`config.mk`:
```
export PLATFORM = sky130hd
export DESIGN_NAME = consumer_head_ptr_writeback
export DESIGN_NICKNAME = d
export VERILOG_FILES = /design/src/rtl/fifo_ctrl_pkg.sv /design/src/rtl/consumer_wb_timer.sv /design/src/rtl/consumer_head_ptr_writeback.sv
export SDC_FILE = /design/constraint.sdc
export NUM_CORES = 1
export LEC_CHECK = 0
export BUFFER_PORTS_ARGS = -buffer_cell sky130_fd_sc_hd__buf_2
export CORE_MARGIN = 2
export CORE_UTILIZATION = 35
export CTS_CLUSTER_DIAMETER = 80
export DETAILED_ROUTE_END_ITERATION = 6
export SLEW_MARGIN = 20
export SYNTH_ARGS = -nofsm -noshare
export SYNTH_HDL_FRONTEND = slang
export SYNTH_SLANG_ARGS = --single-unit
```
`constraint.sdc`:
```
create_clock -name clk -period 5.5 [get_ports clk]
set_clock_uncertainty 0.15 [all_clocks]
set_input_delay 0.275 -clock clk [delete_from_list [all_inputs] [get_ports clk]]
set_output_delay 0.275 -clock clk [all_outputs]
set_load 0.02 [all_outputs]
```
`src/rtl/fifo_ctrl_pkg.sv`:
```
// Shared types for the consumer head-pointer writeback path: pointer type,
// writeback FSM states and the captured writeback request.
package fifo_ctrl_pkg;

    localparam int unsigned PTR_W  = 64;
    localparam int unsigned ADDR_W = 64;

    typedef logic [PTR_W-1:0] ptr_t;

    typedef enum logic [1:0] {
        HWB_IDLE     = 2'd0,
        HWB_ISSUE    = 2'd1,
        HWB_WAIT_ACK = 2'd2
    } hwb_state_e;

    typedef struct packed {
        logic [ADDR_W-1:0] addr;
        ptr_t              data;
    } head_wb_req_t;

    // A batch size of zero behaves like a batch of one.
    function automatic ptr_t hwb_batch_eff(input ptr_t batch);
        return (batch == '0) ? ptr_t'(1) : batch;
    endfunction

endpackage

```
`src/rtl/consumer_wb_timer.sv`:
```
// Idle-flush timer: clear, load-to-one, saturating count, expiry at a limit.
// Used by consumer_head_ptr_writeback only when COHORT_HEAD_WB_TIMEOUT_EN is defined.
module consumer_wb_timer #(
    parameter int unsigned TimeoutWidth = 16
) (
    input  logic                    clk,
    input  logic                    rst_n,
    input  logic                    clear_i,
    input  logic                    load_i,
    input  logic                    count_i,
    input  logic [TimeoutWidth-1:0] limit_i,
    output logic                    expired_o
);

    logic [TimeoutWidth-1:0] count_q;
    logic [TimeoutWidth-1:0] count_d;
    logic                    at_max;

    assign at_max    = &count_q;
    assign expired_o = (limit_i != '0) && (count_q == limit_i);

    // The cycle in which the head moves counts as the first idle cycle.
    always_comb begin
        count_d = count_q;
        if (clear_i) begin
            count_d = '0;
        end else if (load_i) begin
            count_d = TimeoutWidth'(1);
        end else if (count_i && !expired_o && !at_max) begin
            count_d = count_q + TimeoutWidth'(1);
        end
    end

    always_ff @(posedge clk or negedge rst_n) begin
        if (!rst_n) begin
            count_q <= '0;
        end else begin
            count_q <= count_d;
        end
    end

endmodule

```
`src/rtl/consumer_head_ptr_writeback.sv`:
```
// Coalesces consumer head-pointer advances into single outstanding writebacks.
// Optional idle-flush timer is built when COHORT_HEAD_WB_TIMEOUT_EN is defined.
module consumer_head_ptr_writeback
    import fifo_ctrl_pkg::*;
#(
    parameter int unsigned PtrWidth     = 64,
    parameter int unsigned AddrWidth    = 64,
    parameter int unsigned TimeoutWidth = 16
) (
    input  logic                    clk,
    input  logic                    rst_n,
    input  logic [PtrWidth-1:0]     consumer_head_ptr_i,
    input  logic                    cfg_en_i,
    input  logic [AddrWidth-1:0]    cfg_head_addr_i,
    input  logic [PtrWidth-1:0]     cfg_batch_i,
    input  logic [TimeoutWidth-1:0] cfg_timeout_i,
    input  logic                    flush_i,
    output logic                    wb_valid_o,
    input  logic                    wb_ready_i,
    output logic [AddrWidth-1:0]    wb_addr_o,
    output logic [PtrWidth-1:0]     wb_data_o,
    input  logic                    wb_ack_i,
    output logic [PtrWidth-1:0]     published_ptr_o,
    output logic                    idle_o
);

    hwb_state_e             state_q, state_d;
    logic [PtrWidth-1:0]    snap_q, snap_d;
    logic [PtrWidth-1:0]    published_q, published_d;
    logic [AddrWidth-1:0]   addr_q, addr_d;
    logic                   flush_seen_q, flush_seen_d;

    logic [PtrWidth-1:0]    delta;
    logic [PtrWidth-1:0]    batch_eff;
    logic                   pending;
    logic                   timer_expired;
    logic                   trigger;

    // Modular subtraction handles pointer wrap without extra logic.
    assign delta     = consumer_head_ptr_i - published_q;
    assign pending   = (delta != '0);
    assign batch_eff = (cfg_batch_i == '0) ? PtrWidth'(1) : cfg_batch_i;
    assign trigger   = cfg_en_i && pending &&
                       ((delta >= batch_eff) || flush_seen_q || timer_expired);

`ifdef COHORT_HEAD_WB_TIMEOUT_EN
    logic [PtrWidth-1:0] head_prev_q, head_prev_d;
    logic                idle_pending;
    logic                head_changed;

    assign idle_pending = (state_q == HWB_IDLE) && pending;
    assign head_changed = (consumer_head_ptr_i != head_prev_q);

    always_comb begin
        head_prev_d = consumer_head_ptr_i;
    end

    always_ff @(posedge clk or negedge rst_n) begin
        if (!rst_n) begin
            head_prev_q <= '0;
        end else begin
            head_prev_q <= head_prev_d;
        end
    end

    consumer_wb_timer #(
        .TimeoutWidth(TimeoutWidth)
    ) u_timer (
        .clk      (clk),
        .rst_n    (rst_n),
        .clear_i  (!idle_pending),
        .load_i   (head_changed),
        .count_i  (1'b1),
        .limit_i  (cfg_timeout_i),
        .expired_o(timer_expired)
    );
`else
    logic unused_timeout;
    assign unused_timeout = ^cfg_timeout_i;
    assign timer_expired  = 1'b0;
`endif

    always_comb begin
        state_d      = state_q;
        snap_d       = snap_q;
        addr_d       = addr_q;
        published_d  = published_q;
        flush_seen_d = flush_seen_q | flush_i;
        case (state_q)
            HWB_IDLE: begin
                if (trigger) begin
                    snap_d       = consumer_head_ptr_i;
                    addr_d       = cfg_head_addr_i;
                    flush_seen_d = 1'b0;
                    state_d      = HWB_ISSUE;
                end
            end
            HWB_ISSUE: begin
                if (wb_ready_i) begin
                    state_d = HWB_WAIT_ACK;
                end
            end
            HWB_WAIT_ACK: begin
                // Acks seen in any other state are stray and dropped.
                if (wb_ack_i) begin
                    published_d = snap_q;
                    state_d     = HWB_IDLE;
                end
            end
            default: begin
                state_d = HWB_IDLE;
            end
        endcase
    end

    always_ff @(posedge clk or negedge rst_n) begin
        if (!rst_n) begin
            state_q      <= HWB_IDLE;
            snap_q       <= '0;
            addr_q       <= '0;
            published_q  <= '0;
            flush_seen_q <= 1'b0;
        end else begin
            state_q      <= state_d;
            snap_q       <= snap_d;
            addr_q       <= addr_d;
            published_q  <= published_d;
            flush_seen_q <= flush_seen_d;
        end
    end

    assign wb_valid_o      = (state_q == HWB_ISSUE);
    assign wb_addr_o       = addr_q;
    assign wb_data_o       = snap_q;
    assign published_ptr_o = published_q;
    assign idle_o          = (state_q == HWB_IDLE) && !pending;

endmodule

```
* After elaboration in Yosys (flattened, before gate mapping) *
Index checks and enable logic that the tools add are counted.

storage, ports and cells
  flip-flop bits (word level) = 195
  input bits = 214
  output and inout bits = 194

operators by class
  $add $sub $neg = 1
  magnitude comparators = 1
  eq/ne operators = 5
  mux-type cells = 7
  bitwise logic cells = 1
  reductions and logical operators = 11

operator list
  kind                                                   number
  greater-or-equal comparator 64 bit                     1
  logical NOT 64 bit                                     1
  two-way mux 64 bit                                     1
  nonzero test 64 bit                                    1
  subtractor 64 bit                                      1
  two-way mux 2 bit                                      3
  one-hot mux 2 bit (3 select lines)                     1
  inequality test 2 bit, second input constant           2
  AND reduction 2 bit                                    2
  logical AND 1 bit                                      3
  AND reduction 3 bit                                    1
  equality test 2 x 1 -> 1 bit, second input constant    1
  equality test 2 bit, second input constant             1
  logical NOT 2 bit                                      1
  two-way mux 1 bit                                      2
  inequality test 2 x 1 -> 1 bit, second input constant  1
  logical NOT 1 bit                                      1
  logical OR 1 bit                                       1
  bitwise OR 1 bit                                       1

* Depth between registers and ports, before layout *
  depth in word-level cells = 7
  depth in mapped cells = 27
  gate-level depth less buffers = 24

* Least setup slack after synthesis *
Ideal clock, no wire load.

  path kind = flip-flop to flip-flop
  from = register published_q[18], in the netlist published_ptr_o[18]
  to = register addr_q[0], in the netlist wb_addr_o[0]
  library setup time = 0.125 ns
  data arrival time = 4.827 ns
  required time = 5.225 ns
  slack = 0.398 ns
  stages on the path, launching flop included = 23
  buffers on the path = 3
  clock period less this slack = 5.102 ns
  path through = dfrtp_1 inv_1 ha_1 buf_2 nand4_2 or3_1 or4_4 o211ai_4 a21o_4 xor2_1 ha_1 nor2b_1 o21ai_0 nand2b_1 a211oi_1 o21ai_0 a31oi_1 o311a_1 o41a_1 a21oi_1 buf_6 buf_6 mux2_4

on the way
  cells in the longest elaborated chain, start to end = 5
  elaborated cells on any way between the ends = 7
  classes of those cells = 1 x add/sub; 1 x order compare; 5 x reduce/logical

RTL lines
  element                                                                    RTL line                                                              text
  start, declared                                                            consumer_head_ptr_writeback.sv:29                                     logic [PtrWidth-1:0] published_q, published_d;
  start signal, assigned                                                     consumer_head_ptr_writeback.sv:127                                    published_q <= published_d;
  subtractor 64 bit *                                                        consumer_head_ptr_writeback.sv:40                                     assign delta = consumer_head_ptr_i - published_q;
  greater-or-equal comparator 64 bit or nonzero test 64 bit (tied branches)  consumer_head_ptr_writeback.sv:44, consumer_head_ptr_writeback.sv:41
  logical OR 1 bit or logical AND 1 bit (tied branches)                      consumer_head_ptr_writeback.sv:44, consumer_head_ptr_writeback.sv:43
  logical AND 1 bit *                                                        consumer_head_ptr_writeback.sv:43                                     assign trigger = cfg_en_i && pending &&
  AND reduction 2 bit (no source line) *                                     --
  end signal, assigned                                                       consumer_head_ptr_writeback.sv:126                                    addr_q <= addr_d;
  end, declared                                                              consumer_head_ptr_writeback.sv:30                                     logic [AddrWidth-1:0] addr_q, addr_d;

Mark *: on every way between the ends. The rest lies on a longest branch, timed or not.
A chain may end at the register's enable or synchronous reset.

* Final worst setup path *
  from = register published_q[21], in the netlist published_ptr_o[21]
  to = register addr_q[46], in the netlist wb_addr_o[46]

Same word-level chain as after synthesis.

==> flow_metrics.env <==
export IMPL_avgViaCountPerCell=5.176
export IMPL_postLayoutCoreUtil_pct=52.42
export IMPL_status="finished, final reports clean"
export IMPL_crit_fanout=8
export IMPL_p_per_area_nw_per_um2=684.5
export IMPL_finalHoldViolations=0
export IMPL_fillers=3670
export IMPL_ant_nets=0
export IMPL_firstDrtPassIters=5
export IMPL_synth_area_per_cell_um2=9.766
export IMPL_max_stage_delay_ps=390
export IMPL_core_area_um2=40650
export IMPL_startpoint_type="register"
export IMPL_regToRegSetupSlack_ps=50
export IMPL_grt_first_pass_wirelength_mm=78.42
export IMPL_rows=74
export IMPL_hp_class="input port to async pin"
export IMPL_peakVddDrop_uv=339.1
export IMPL_grt_overflow=0
export IMPL_min_period_ps=5453
export IMPL_critPathKind="register to register"
export IMPL_layout_nets=2520
export IMPL_power_leakage_nw=10.35
export IMPL_finalNonFillerCells=2736
export IMPL_max_freq_mhz=183.4
export IMPL_syn_cell_area_um2=14340
export IMPL_die_width_um=206.4
export IMPL_placed_cell_area_um2=18110
export IMPL_grt_max_degree=105
export IMPL_syn_num_nets=1810
export IMPL_h_tree_depth=4
export IMPL_rr_startpoint="published_ptr_o[21]"
export IMPL_antenna_found_initial=24
export IMPL_worst_pin_slew_ps=797.6
export IMPL_clock_latency_ps=490
export IMPL_yosys_area_top_type="dfrtp_1"
export IMPL_vias=14160
export IMPL_drc=0
export IMPL_grtUsageTotal_pct=24.32
export IMPL_slew_headroom_pct=46.83
export IMPL_end_kind="register"
export IMPL_dr_first_iter_drc_count=781
export IMPL_final_cell_area_um2=21310
export IMPL_cts_buffers=17
export IMPL_cts_root_buf="clkbuf_16"
export IMPL_synth_edf_count=0
export IMPL_wl_per_cell_um=20.04
export IMPL_port_buffers=391
export IMPL_slowest_stage="dfrtp_1"
export IMPL_wirelength_mm=54.83
export IMPL_grt_pass1_vias=14100
export IMPL_async_flop_share_pct=100.0
export IMPL_worst_ep_required_time_ps=5740
export IMPL_start_util_pct=35.27
export IMPL_synth_top_cells_by_count="dfrtp_1, inv_1, ha_1, a21oi_1, mux2_4"
export IMPL_synth_area_leaders="dfrtp_1, ha_1, mux2_4"
export IMPL_drive_above_1_share_pct=43.04
export IMPL_seq_area_frac_synth_pct=34.04
export IMPL_maxCapViolCount=0
export IMPL_setup_violations=0
export IMPL_finalCritPeriodShare_pct=99.15
export IMPL_die_area_um2=42590
export IMPL_clock_sinks=195
export IMPL_area_growth_syn_to_layout_pct=48.63
export IMPL_cts_clk_slew_worst_paths_ps=80
export IMPL_synth_top_area_share_pct=34.04
export IMPL_fin_setup_tns_ps=0
export IMPL_ys_types=71
export IMPL_tritoncts="done"
export IMPL_synthCells=1468
export IMPL_io_pins=408
export IMPL_yosysMostFrequentCell="dfrtp_1"
export IMPL_synth_seq_cells=195
export IMPL_finalMaxSlewViolations=0
export IMPL_worstPathArrival_ps=5690
export IMPL_synthFlopType="dfrtp_1"
export IMPL_cts_max_path_buffers=2
export IMPL_globalplace_congestion=0.9184
export IMPL_p_total_mw=14.58
export IMPL_ys_warn_count=0
export IMPL_cp_startpoint="published_ptr_o[21]"
export IMPL_post_dp_hpwl_mm=41.96
export IMPL_dp_cells=2518
export IMPL_die_h_um=206.4
placed cells by master, fill, tap and decap left out, types with 10 or more instances in the layout:
master	n
a21o_1	38
o21ai_0	55
dfrtp_1	195
nand4_1	58
xor2_1	25
nor3_1	21
mux2_4	98
buf_4	204
buf_2	387
dlygate4sd3_1	132
mux2_2	95
buf_6	11
a211oi_1	10
xnor2_1	26
a21oi_1	90
ha_1	111
nor2_1	79
inv_1	144
clkbuf_16	27
diode_2	13
o21ai_1	13
nand2_1	86
nor2b_1	11
nand3_1	16
ha_4	13
nor4_1	33
path summary, 6_finish.rpt:
check                                       to  cells after the start
hold / removal             published_ptr_o[29]                      2
max in group asynchronous        wb_addr_o[29]                      3
min in group clk                 wb_addr_o[18]                      1
setup reg to reg                 wb_addr_o[46]                     28
setup / recovery                 wb_addr_o[46]                     28
hold reg to reg                  wb_addr_o[18]                      1
cell families (layout without fill, tap and decap cells):
logic type / after synthesis / in the layout / share of synthesized area, %
AOI/OAI and AO/OA: 311 / 311 / 13.82
xor gates and xnor gates: 58 / 58 / 3.543
adders and majority gates: 128 / 128 / 11.22
buffers and inverters: 207 / 930 / 6.066
DFF: 195 / 195 / 34.04
muxes: 194 / 194 / 17.80
other: 0 / 13 / 0
and+or+nand+nor: 375 / 375 / 13.51
worst max-delay path, delay by kind of cell, from the launching register on:
| family | cells | cell delay (ps) |
|---|---|---|
| DFF | 1 | 390 |
| adders and majority gates | 2 | 570 |
| buffers and inverters | 6 | 930 |
| and+or+nand+nor | 6 | 770 |
| xor gates and xnor gates | 1 | 280 |
| AOI/OAI and AO/OA | 12 | 1960 |
| muxes | 1 | 300 |
registers in the layout, summed over array words and instances, names as in the netlist:
| register | flops |
|---|---|
| flush_seen_q | 1 |
| wb_data_o | 64 |
| published_ptr_o | 64 |
| state_q | 2 |
| wb_addr_o | 64 |
cell type report:
| type | count | area, um2 | share of cell area [%] |
|---|---|---|---|
| repair buffers | 753 | 5370 | 25.20 |
| inverters | 145 | 544.3 | 2.554 |
| diodes | 13 | 32.53 | 0.1527 |
| clock buffers | 17 | 425.4 | 1.996 |
| multi-input cells | 1066 | 9170 | 43.04 |
| clock inverters | 15 | 220.2 | 1.033 |
| well taps | 532 | 665.6 | 3.124 |
| flip-flops and latches | 195 | 4880 | 22.90 |
report_power, final:
group          switching [mW]  internal, mW  total [mW]
Sequential              0.536          2.18        2.72
Combinational            5.57          4.95        10.5
Clock                   0.681         0.672        1.35
Total                    6.79          7.80        14.6
stage by stage:
stage | hold slack [ps] | setup WS [ps]
after floorplan | -170.6 | 397.6
after global placement | 216.7 | -173.7
after detailed placement | 224.5 | -198.7
after CTS | 244.1 | 3.108
after global routing | 299.3 | -129.0
final | 236.2 | 46.66
layer usage:
layer	vias to the layer above	share of wire (%)	GRT usage (%)
li1	6740	-	-
met1	6788	42	30.35
met2	503	47	39.38
met3	108	7.8	7.663
met4	22	2.8	8.699
met5	-	0.22	0
timing repair:
| item | CTS | global route |
|---|---|---|
| gates resized for setup | 23 | 114 |
| setup endpoints to repair | 130 | 131 |
| pin swaps | 10 | 37 |
| cloned | 1 | 14 |
| buffers inserted | 6 | 24 |
| hold endpoints to repair | 222 | 0 |
| hold buffers | 132 | 0 |
Note: power is estimated with default switching activity, not from simulation.
